## config.mk

```make
export PLATFORM = sky130hd
export DESIGN_NAME = damage_display_sched
export DESIGN_NICKNAME = d
export VERILOG_FILES = /design/src/rtl/damage_disp_pkg.sv /design/src/rtl/digit_seg7_enc.sv /design/src/rtl/damage_display_sched.sv
export SDC_FILE = /design/constraint.sdc
export NUM_CORES = 1
export LEC_CHECK = 0
export ABC_AREA = 1
export CORE_MARGIN = 2
export CORE_UTILIZATION = 35
export CTS_CLUSTER_SIZE = 30
export DETAILED_ROUTE_END_ITERATION = 7
export SKIP_CTS_REPAIR_TIMING = 1
export SYNTH_ARGS = -nofsm -noshare
export SYNTH_HDL_FRONTEND = slang
export SYNTH_SLANG_ARGS = --single-unit
```

## constraint.sdc

```tcl
create_clock -name clock -period 3.4 [get_ports clock]
set_input_delay 0.68 -clock clock [delete_from_list [all_inputs] [get_ports clock]]
set_output_delay 0.68 -clock clock [all_outputs]
set_load 0.01 [all_outputs]
```

## src/rtl/damage_disp_pkg.sv

```systemverilog
// rtl/damage_disp_pkg.sv - shared types, limits and seg_mask field layout for the damage display scheduler
package damage_disp_pkg;

  typedef enum logic [2:0] {
    IDLE  = 3'd0,
    LOAD  = 3'd1,
    HUND  = 3'd2,
    TENS  = 3'd3,
    WRITE = 3'd4,
    DONE  = 3'd5
  } schedState_t;

  localparam int DMG_W   = 16;
  localparam int WORK_W  = 10;
  localparam int DIGIT_W = 4;
  localparam int SEG_W   = 7;
  localparam int MASK_W  = 3 * SEG_W;

  localparam int HUND_OFS = 14;
  localparam int TENS_OFS = 7;
  localparam int ONES_OFS = 0;

  localparam logic [DMG_W-1:0]  DMG_MAX  = 16'd999;
  localparam logic [WORK_W-1:0] WORK_MAX = 10'd999;

endpackage

```

## src/rtl/digit_seg7_enc.sv

```systemverilog
// rtl/digit_seg7_enc.sv - BCD digit to 7-segment mask (a..g on bits 0..6) with blanking
module digit_seg7_enc
  import damage_disp_pkg::*;
(
  input  logic [DIGIT_W-1:0] digit,
  input  logic               blank,
  output logic [SEG_W-1:0]   seg
);

  always_comb begin
    seg = '0;
    if (!blank) begin
      case (digit)
        4'd0:    seg = 7'h3F;
        4'd1:    seg = 7'h06;
        4'd2:    seg = 7'h5B;
        4'd3:    seg = 7'h4F;
        4'd4:    seg = 7'h66;
        4'd5:    seg = 7'h6D;
        4'd6:    seg = 7'h7D;
        4'd7:    seg = 7'h07;
        4'd8:    seg = 7'h7F;
        4'd9:    seg = 7'h6F;
        default: seg = 7'h00;
      endcase
    end
  end

endmodule

```

## src/rtl/damage_display_sched.sv

```systemverilog
// rtl/damage_display_sched.sv - per-frame damage to 7-segment conversion by repeated subtraction
module damage_display_sched
  import damage_disp_pkg::*;
#(
  parameter int NUM_PLAYERS = 2
) (
  input  logic                          clock,
  input  logic                          reset,
  input  logic                          frame_start,
  input  logic [NUM_PLAYERS*DMG_W-1:0]  damage,
  output logic [NUM_PLAYERS*MASK_W-1:0] seg_mask,
  output logic                          busy,
  output logic                          frame_done
);

  localparam logic [1:0] LAST_P = 2'(NUM_PLAYERS - 1);

  schedState_t                   state;
  logic [1:0]                    playerIdx;
  logic [NUM_PLAYERS*DMG_W-1:0]  snapshot;
  logic [NUM_PLAYERS*MASK_W-1:0] shadow;
  logic [NUM_PLAYERS*MASK_W-1:0] shadowNext;
  logic [WORK_W-1:0]             work;
  logic [DIGIT_W-1:0]            hundCnt;
  logic [DIGIT_W-1:0]            tensCnt;

  logic [DMG_W-1:0]  curDmg;
  logic [WORK_W-1:0] clampedDmg;
  logic [SEG_W-1:0]  hundSeg, tensSeg, onesSeg;
  logic [MASK_W-1:0] newEntry;

  assign curDmg     = snapshot[int'(playerIdx)*DMG_W +: DMG_W];
  assign clampedDmg = (curDmg > DMG_MAX) ? WORK_MAX : curDmg[WORK_W-1:0];

  digit_seg7_enc hundEnc (
    .digit(hundCnt),
    .blank(hundCnt == '0),
    .seg  (hundSeg)
  );

  digit_seg7_enc tensEnc (
    .digit(tensCnt),
    .blank((hundCnt == '0) && (tensCnt == '0)),
    .seg  (tensSeg)
  );

  // work is below 10 by the time WRITE uses it, so its low nibble is the ones digit
  digit_seg7_enc onesEnc (
    .digit(work[DIGIT_W-1:0]),
    .blank(1'b0),
    .seg  (onesSeg)
  );

  always_comb begin
    newEntry = '0;
    newEntry[HUND_OFS +: SEG_W] = hundSeg;
    newEntry[TENS_OFS +: SEG_W] = tensSeg;
    newEntry[ONES_OFS +: SEG_W] = onesSeg;
  end

  // The last player's entry must reach seg_mask on the same edge it lands in shadow
  always_comb begin
    shadowNext = shadow;
    shadowNext[int'(playerIdx)*MASK_W +: MASK_W] = newEntry;
  end

  always_ff @(posedge clock) begin
    if (reset) begin
      state      <= IDLE;
      playerIdx  <= '0;
      snapshot   <= '0;
      shadow     <= '0;
      seg_mask   <= '0;
      work       <= '0;
      hundCnt    <= '0;
      tensCnt    <= '0;
      busy       <= 1'b0;
      frame_done <= 1'b0;
    end else begin
      frame_done <= 1'b0;
      case (state)
        IDLE: begin
          if (frame_start) begin
            snapshot  <= damage;
            playerIdx <= '0;
            busy      <= 1'b1;
            state     <= LOAD;
          end
        end
        LOAD: begin
          work    <= clampedDmg;
          hundCnt <= '0;
          tensCnt <= '0;
          state   <= HUND;
        end
        HUND: begin
          if (work >= 10'd100) begin
            work    <= work - 10'd100;
            hundCnt <= hundCnt + 4'd1;
          end else begin
            state <= TENS;
          end
        end
        TENS: begin
          if (work >= 10'd10) begin
            work    <= work - 10'd10;
            tensCnt <= tensCnt + 4'd1;
          end else begin
            state <= WRITE;
          end
        end
        WRITE: begin
          shadow <= shadowNext;
          if (playerIdx == LAST_P) begin
            seg_mask   <= shadowNext;
            frame_done <= 1'b1;
            state      <= DONE;
          end else begin
            playerIdx <= playerIdx + 2'd1;
            state     <= LOAD;
          end
        end
        DONE: begin
          busy  <= 1'b0;
          state <= IDLE;
        end
        default: begin
          busy  <= 1'b0;
          state <= IDLE;
        end
      endcase
    end
  end

endmodule

```

==> results of run 1 <==
## routing by layer
metal	vias up	global-route usage [%]
met3	16	3.306
met4	0	4.189
met1	3120	21.06
met5	-	0
met2	96	25.51
li1	3545	-
## per-stage QoR
stage	total power, uW	cells	instance area, um^2	setup WS, ps
final	6629	1416	9515	809.2
after global routing	7096	1416	9515	533.4
after CTS	6675	1416	9515	799.7
after detailed placement	4761	1384	8932	820.7
after global placement	4755	1384	8932	918.3
after floorplan	4173	1060	7956	1204
## power by group through the flow
stage | Clock [uW] | Sequential [uW] | Combinational [uW]
final | 1890 | 2340 | 2400
after global routing | 2020 | 2370 | 2700
after CTS | 1940 | 2340 | 2400
after detailed placement | 0 | 2380 | 2380
after global placement | 0 | 2380 | 2380
after floorplan | 0 | 2320 | 1860
## worst min-delay path by stage
stage	start	endpoint	slack [ps]	depth (start not counted)
3_3_place_gp	snapshot[10]	snapshot[10]	440	2
2_1_floorplan	snapshot[2]	snapshot[2]	420	2
5_1_grt	snapshot[17]	snapshot[17]	480	2
6_report	snapshot[28]	snapshot[28]	450	2
4_1_cts	snapshot[30]	snapshot[30]	460	2
3_5_place_dp	snapshot[30]	snapshot[30]	450	2
## kinds of logic (layout without fill, tap and decap cells)
group                      Yosys count  after routing
buffers and inverters              246            317
adders and majority gates           31             31
xor gates and xnor gates             3              3
and+or+nand+nor                    307            307
AOI/OAI and AO/OA                  311            311
DFF                                162            162
## flip-flops by register name (all words and copies together), names as in the netlist, named ones only
signal      cells
seg_mask       42
shadow         42
snapshot       32
work           10
onesSeg         7
hundCnt         4
tensCnt         4
state           3
playerIdx       2
busy            1
frame_done      1
## worst max-delay path, stage by stage, from the launching register on
cell and delay [ps]:
dfxtp_1 770, inv_4 190, nand2_1 110, nand2_1 70, nor2_2 130, nor2_2 50
nand2_2 90, nand2_4 80, nand2_4 80, nand3b_1 80, nand2_1 170, inv_1 110
ha_1 300, inv_1 50, nand3_1 80, nand2_1 80, nand2_1 50
## cells in the final DEF, fill, tap and decap left out, drive strengths merged, types with 3 or more instances in the layout
| cell type | n |
|---|---|
| clkdlybuf4s50 | 77 |
| inv | 198 |
| ha | 31 |
| nand4 | 3 |
| or2 | 3 |
| nand3 | 53 |
| o21bai | 14 |
| o21a | 14 |
| dfxtp | 162 |
| nand2 | 191 |
| o22ai | 41 |
| a22oi | 5 |
| xor2 | 3 |
| buf | 15 |
| clkinv | 7 |
| a21oi | 96 |
| a41oi | 4 |
| clkbuf | 18 |
| o21ai | 130 |
| nor2 | 49 |
| nand3b | 6 |
## layout make-up
class                      instances  area (um^2)
clock buffer                      18        439.2
clock inverter                    14        143.9
fill                            2261        12990
inverter                         193        740.7
multi-input combinational        652         3711
sequential                       162         3243
tap                              285        356.6
timing repair buffer              92        880.8
==> flow_summary.ini, run 1 <==
[timing]
relSlewSlack_pct = 24.83
fin_setup_tns_ps = 0
finalSetupViolations = 0
hold_violations = 0
post-route-period-util_pct = 76.20
rsz0062_at_grt = no
drv_slew = 0
clock_skew_ps = 10.54
worst_pin_slew_ps = 1127
hold_slack_ps = 453.4
period_minus_slack_ps = 2591
fmax_mhz = 386.0

[critical_path]
cp-start-kind = register
critPathArrivalTime_ps = 2900
crit_path_max_fanout = 19
reg2reg_from = playerIdx[0]
reg2reg_slack_ps = 810
reg2reg_depth = 16
criticalPathCategory = register to register
critPathLaunch = playerIdx[0]
cp.required_ps = 3710
r2r_end = onesSeg[1]
cp-end-kind = register
crit_end = onesSeg[1]

[placed_design]
portBuffers = 78
hpwl_um = 12700
routabilityCongestion = 0.8267

[clocking]
max-clock-path-buffers = 2
path_clk_slew_ps = 70
clk_latency_ps = 430
cts_inserted_buffers = 17
clockRootBuffer = clkbuf_16
clock-sinks = 162
tritoncts = done
htreeDepth = 4

[synthesis]
synthSimpleGateAreaFrac_pct = 19.34
synthMuxAreaShare_pct = 0
synth_top_family_by_area = compound AO/OA/AOI/OAI gates
syn_area_um2 = 7956
synth_compound_area_share_pct = 22.09
synth_top_area_share_pct = 40.76
ys_top_cells_by_count = inv_1, dfxtp_1, nand2_1, o21ai_0, a21oi_1
synth_adder_area_share_pct = 4.875
synth_cell_types = 47
syn_area_per_cell_um2 = 7.506
synth_nets = 1126
ys_seq_area_share_pct = 40.76
ys_ff_latch = 162
synth_edf_count = 0
synth.most_common_cell = inv_1
ys_warn_count = 0
synthTopCellsByArea = dfxtp_1, inv_1, o21ai_0, nand2_1, a21oi_1
synth_xor_area_share_pct = 0.3302
ys.flop_type = dfxtp_1
synth_area_leader_cell = dfxtp_1
async_flop_share_pct = 0
synth_cells = 1060

[power_and_ir_drop]
intPower_uw = 3970
peakVddDrop_uv = 370.8
power_switching_share_pct = 40.11
clockPowerShare_pct = 28.5
seqPwrFrac_pct = 35.3
switchingPower_uw = 2659
pwr-share-comb_pct = 36.1
power.leakage_uw = 0.004408
powerDensity_nw_per_um2 = 696.7

[status]
outcome = finished clean

[hold_path]
hold_class = register to register

[routing]
vias = 6777
met2WireLength_um = 8226
routed_via_density = 4.786
avgRoutedWirePerCell_um = 12.82
route.detailed.drc = 0
routed_wl_um = 18150
wl_met3_um = 504
met1Wirelength_um = 9222
ant_nets = 0
drt_iter0_drc = 410
dr.pass1.iters = 5
top_layer = met4

[grt]
grt_use_total_pct = 15.65
grt_pass1_vias = 6297
grt_max_degree = 78
antenna_found_initial = 0
grt_first_pass_wirelength_um = 30680
grt_overflow = 0

[cells_and_area]
fin_nets = 1184
area_growth_pct = 19.59
num_antenna_cells = 0
layout-drive-gt1-share_pct = 11.23
utilization_pct = 42.29

[floorplanning]
die_x_um = 154.8
io_pins = 79
core-area_um2 = 22500
start_util_pct = 35.36
fp.dieH_um = 154.8
dieArea_um2 = 23960
rows = 55

[job]
maxCapViolCount = 0
Power figures use the tool's default switching activity.
==> inputs of run 2 (changes only) <==
clock period = 2.4 ns   (was 3.4 ns; I/O delays follow)
==> run 2 against run 1 <==
  * Clock skew fell by 1.8 ps
  * Flip-flop and latch count did not move
  * Critical path depth fell by 1
  * Non-clock buffer count rose by 18
  * Hold slack got worse by 0.92 ps
  * Via count rose by 0.62%
  * First-iteration DRC count fell by 2.4%
  * Global-route usage rose by 0.14 points
  * Power rose by 48%
  * Register-to-register slack got worse by 630 ps
  * Clock power rose by 56%
==> flow_summary.ini, run 2 (synthesis results as in run 1) <==
[status]
outcome = finished clean

[power_and_ir_drop]
seqPwrFrac_pct = 33.3
power.leakage_uw = 0.004523
switchingPower_uw = 3688
powerDensity_nw_per_um2 = 1007
pwr-share-comb_pct = 36.8
clockPowerShare_pct = 29.9
intPower_uw = 6129
peakVddDrop_uv = 478.7
power_switching_share_pct = 37.57

[critical_path]
criticalPathCategory = register to register
cp-start-kind = register
reg2reg_slack_ps = 180
critPathArrivalTime_ps = 2530
critPathLaunch = work[3]
crit_path_max_fanout = 7
reg2reg_depth = 15
cp-end-kind = register
cp.required_ps = 2710
reg2reg_from = work[3]

[clocking]
tritoncts = done
clockRootBuffer = clkbuf_16
clock-sinks = 162
cts_inserted_buffers = 17
htreeDepth = 4
path_clk_slew_ps = 60
clk_latency_ps = 430
max-clock-path-buffers = 2

[cells_and_area]
num_antenna_cells = 0
reg_top3 = seg_mask x42, shadow x42, snapshot x32
utilization_pct = 43.33
finalNonFillerCells = 1433
layout-drive-gt1-share_pct = 13.24
area_growth_pct = 22.55
final_cell_mix = inv_1, dfxtp_1, nand2_1
fin_nets = 1202
layout_commonest_cell = inv_1
fillers = 2253

[timing]
clock_skew_ps = 8.735
period_minus_slack_ps = 2218
fmax_mhz = 450.9
finalSetupViolations = 0
hold_violations = 0
drv_slew = 0
relSlewSlack_pct = 55.80
post-route-period-util_pct = 92.41
worst_pin_slew_ps = 662.9

[grt]
busiest_layer = met2
grt_use_total_pct = 15.79
grt_first_pass_wirelength_um = 31310
grt_max_degree = 77
antenna_found_initial = 0
use_met3_pct = 3.222
met1_usage_pct = 21.06
grt_overflow = 0
grt_util_met2_pct = 26.02
grt_pass1_vias = 6410

[routing]
routed_via_density = 4.759
ant_nets = 0
vias = 6819
route.detailed.drc = 0
routed_wl_um = 18100
drt_iter0_drc = 400
avgRoutedWirePerCell_um = 12.63
dr.pass1.iters = 5

[floorplanning]
io_pins = 79
die_x_um = 154.8
rows = 55
dieArea_um2 = 23960
core-area_um2 = 22500
fp.dieH_um = 154.8
start_util_pct = 35.36

[hold_path]
hold_class = register to register

[placed_design]
place_inst = 1398
routabilityCongestion = 0.8665
portBuffers = 78
hpwl_um = 12750

[job]
maxCapViolCount = 0
run 2: cell types whose count changed in the layout (fill, tap and decap cells not counted), moves of 2 or more:
| cell | change |
|---|---|
| buf_4 | +17 |
| inv_6 | -5 |
| bufinv_16 | +3 |
| nand2_1 | -3 |
| nand2_2 | +3 |
| clkbuf_8 | +2 |
| clkinv_4 | -2 |
| clkinvlp_4 | +2 |
| inv_1 | -2 |
| inv_2 | +2 |
run 2: worst max-delay path, stage by stage (launching register included):
cell and delay, ps:
dfxtp_2 350, inv_2 80, ha_2 190, nand2_2 70, nand2_1 100, nand2_2 90, nor2_4 120, nand3_4 90
nand2_1 80, inv_2 80, o21ai_2 140, nand2_2 130, ha_1 280, nand3b_1 170, nand2_1 90, nand2_1 50
run 2: stage by stage:
step	worst slack [ps]	power (uW)	TNS (ps)	hold WS [ps]	area (um^2)
2_1_floorplan	203.9	5912	0	424.4	7956
4_1_cts	63.29	9824	0	456.9	9693
3_5_place_dp	95.29	6851	0	447.6	9050
6_report	182.1	9817	0	452.5	9751
5_1_grt	-23.77	10520	-39.28	469.6	9751
3_3_place_gp	143.1	6838	0	439.1	9050
run 2: metal layers:
layer	up-vias	share of wire [%]	wire length, um
li1	3594	-	-
met4	0	1.2	225
met2	95	46	8398
met1	3115	50	8967
met3	15	2.8	506
met5	-	0	0
run 2: how the worst min path moves through the flow:
stage / from / endpoint / slack [ps] / cells past startpoint
after global placement: snapshot[10] / snapshot[10] / 440 / 2
after floorplan: snapshot[2] / snapshot[2] / 420 / 2
after CTS: snapshot[13] / snapshot[13] / 460 / 2
final: snapshot[13] / snapshot[13] / 450 / 2
after detailed placement: snapshot[13] / snapshot[13] / 450 / 2
after global routing: snapshot[10] / snapshot[10] / 470 / 2
run 2: power by group through the flow:
stage	Clock [uW]	Sequential (uW)	Combinational [uW]
after global routing	3120	3310	4090
after detailed placement	0	3330	3530
after global placement	0	3320	3520
final	2940	3270	3610
after CTS	3000	3270	3550
after floorplan	0	3280	2630
run 2: cell type report:
type / instances / area (um^2) / area share [%]
clock buffer: 20 / 466.7 / 4.786
timing repair buffer: 110 / 1028 / 10.55
multi-input combinational: 652 / 3737 / 38.33
inverter: 193 / 740.7 / 7.597
tap: 285 / 356.6 / 3.657
sequential: 162 / 3244 / 33.27
clock inverter: 11 / 176.4 / 1.809
==> inputs of run 3 (changes only) <==
GPL_TIMING_DRIVEN = 0   (was default)
SYNTH_HIERARCHICAL = 1   (was default)
==> run 3 against run 2 <==
  * Global-route usage increased by 2.2 points
  * Wire length up 3.2%
  * Register-to-register slack is essentially flat
  * Critical path type unchanged
  * Synthesized area down 11%
  * Largest cell class unchanged
==> flow_summary.ini, run 3 <==
[routing]
routed_via_density = 4.754
avgRoutedWirePerCell_um = 13.14
drt_iter0_drc = 364
routed_wl_um = 18670
ant_nets = 0
dr.pass1.iters = 5
vias = 6755
route.detailed.drc = 0

[floorplanning]
core-area_um2 = 20040
rows = 52
fp.dieH_um = 146.4
start_util_pct = 35.41
dieArea_um2 = 21430
die_x_um = 146.4
io_pins = 79

[cells_and_area]
num_antenna_cells = 0
finalNonFillerCells = 1421
final_area_um2 = 8843
fin_nets = 1201
layout_commonest_cell = inv_1
reg_top3 = seg_mask x42, shadow x42, snapshot x32
fillers = 2160
area_growth_pct = 24.63
final_cell_mix = inv_1, dfxtp_1, nor2_1
multiInputGateArea_um2 = 3254
layout-drive-gt1-share_pct = 5.821
regArea_um2 = 2824

[synthesis]
synth.most_common_cell = inv_1
ys_top_cells_by_count = inv_1, dfxtp_1, nor2_1, o21ai_0, nand2_1
synth_nets = 1104
async_flop_share_pct = 0
synthTopCellsByArea = dfxtp_1, inv_1, o21ai_0, nor2_1, a21oi_1
synth_cell_types = 31
syn_area_um2 = 7096
ys_warn_count = 6
synth_top_area_share_pct = 39.78
syn_area_per_cell_um2 = 6.816
synth_area_leader_cell = dfxtp_1
ys.flop_type = dfxtp_1
synth_cells = 1041
ys_seq_area_share_pct = 39.78
synth_edf_count = 0
ys_ff_latch = 141

[grt]
grt_pass1_vias = 6320
antenna_found_initial = 0
grt_use_total_pct = 17.98
grt_max_degree = 17
grt_overflow = 0
grt_first_pass_wirelength_um = 31090

[power_and_ir_drop]
power.leakage_uw = 0.004015
peakVddDrop_uv = 529.8
powerDensity_nw_per_um2 = 972.2

[critical_path]
cp_cell_sequence = inv_1 -> ha_1 -> nor3b_1 -> and3_1 -> inv_1 -> nand2_1 -> nor2_1 -> inv_1 -> o22ai_1 -> o21ai_0 -> inv_1
max_stage_delay_ps = 430
crit_path_max_fanout = 8
cp-end-kind = register
cp-start-kind = register
critPathArrivalTime_ps = 2550
cp_common_cell = inv_1
cp.required_ps = 2720
criticalPathCategory = register to register
crit_path_top_delay_cell = nor3b_1

[placed_design]
portBuffers = 78
routabilityCongestion = 0.8529
place_inst = 1389
place_area_um2 = 8214
hpwl_um = 13910

[timing]
relSlewSlack_pct = 57.35
fin_setup_tns_ps = 0
hold_slack_ps = 446.7
drv_slew = 0
worst_pin_slew_ps = 639.7
rsz0062_at_grt = no
fmax_mhz = 449.1
hold_violations = 0
period_minus_slack_ps = 2227
finalSetupViolations = 0
post-route-period-util_pct = 92.79
clock_skew_ps = 11.53

[clocking]
htreeDepth = 4
path_clk_slew_ps = 60
clock-sinks = 141
clockRootBuffer = clkbuf_16
cts_inserted_buffers = 17
max-clock-path-buffers = 2
tritoncts = done
clk_latency_ps = 430

[job]
maxCapViolCount = 0

[status]
outcome = finished clean

[hold_path]
hold_class = register to register
run 3: worst max-delay path: cells and delay by family (launching register included):
family	cells	cell delay (ps)
adder cells (fa/ha/maj)	1	150
AND/OR/NAND/NOR	4	920
flip-flops	1	390
AO/OA/AOI/OAI	2	360
buffers and inverters	4	310
run 3: report_power, final:
group	switching [uW]	internal [uW]
registers	230	2600
logic	1980	966
clock network	1100	1720
total	3310	5290
run 3: area by class of cell:
cell class              count  area share, %
clock buffers              19          5.122
repair buffers             78          8.829
flip-flops and latches    141          31.93
inverters                 210          8.913
well taps                 270          3.820
plain buffers              52          2.603
multi-input cells         638          36.80
clock inverters            13          1.981
run 3: path summary, 6_finish.rpt:
kind	startpoint	to	slack [ps]	cells after the start
max reg2reg	hundCnt[1]	shadow[33]	170	11
min	snapshot[2]	snapshot[2]	450	2
min reg2reg	snapshot[2]	snapshot[2]	450	2
max	hundCnt[1]	shadow[33]	170	11
run 3: cells by family (layout without fill, tap and decap cells):
kind of cell	count (synthesis)	count (layout)	synth area share (%)
compound gates	299	299	22.59
xor+xnor	1	1	0.1235
fa+ha+maj	28	28	4.937
buf+inv	262	372	14.35
flops	141	141	39.78
other cells	1	1	0.05285
simple gates	309	309	18.16
run 3: stage by stage:
stage | util (%) | setup slack, ps | total power [uW]
2_1_floorplan | - | 563.3 | 4988
3_3_place_gp | 40.99 | 27.61 | 5787
3_5_place_dp | 40.99 | 15.72 | 5808
4_1_cts | 44.12 | 212.1 | 8635
5_1_grt | 44.13 | 9.468 | 9236
6_report | 44.13 | 173.1 | 8597
run 3: metal layers:
metal  global-route usage, %  share of wire, %  routed length (um)
met2                   29.98                47                8827
met5                       0                 0                   0
met3                   3.500               2.8                 525
met1                   23.24                48                8955
met4                   6.456               2.0                 365
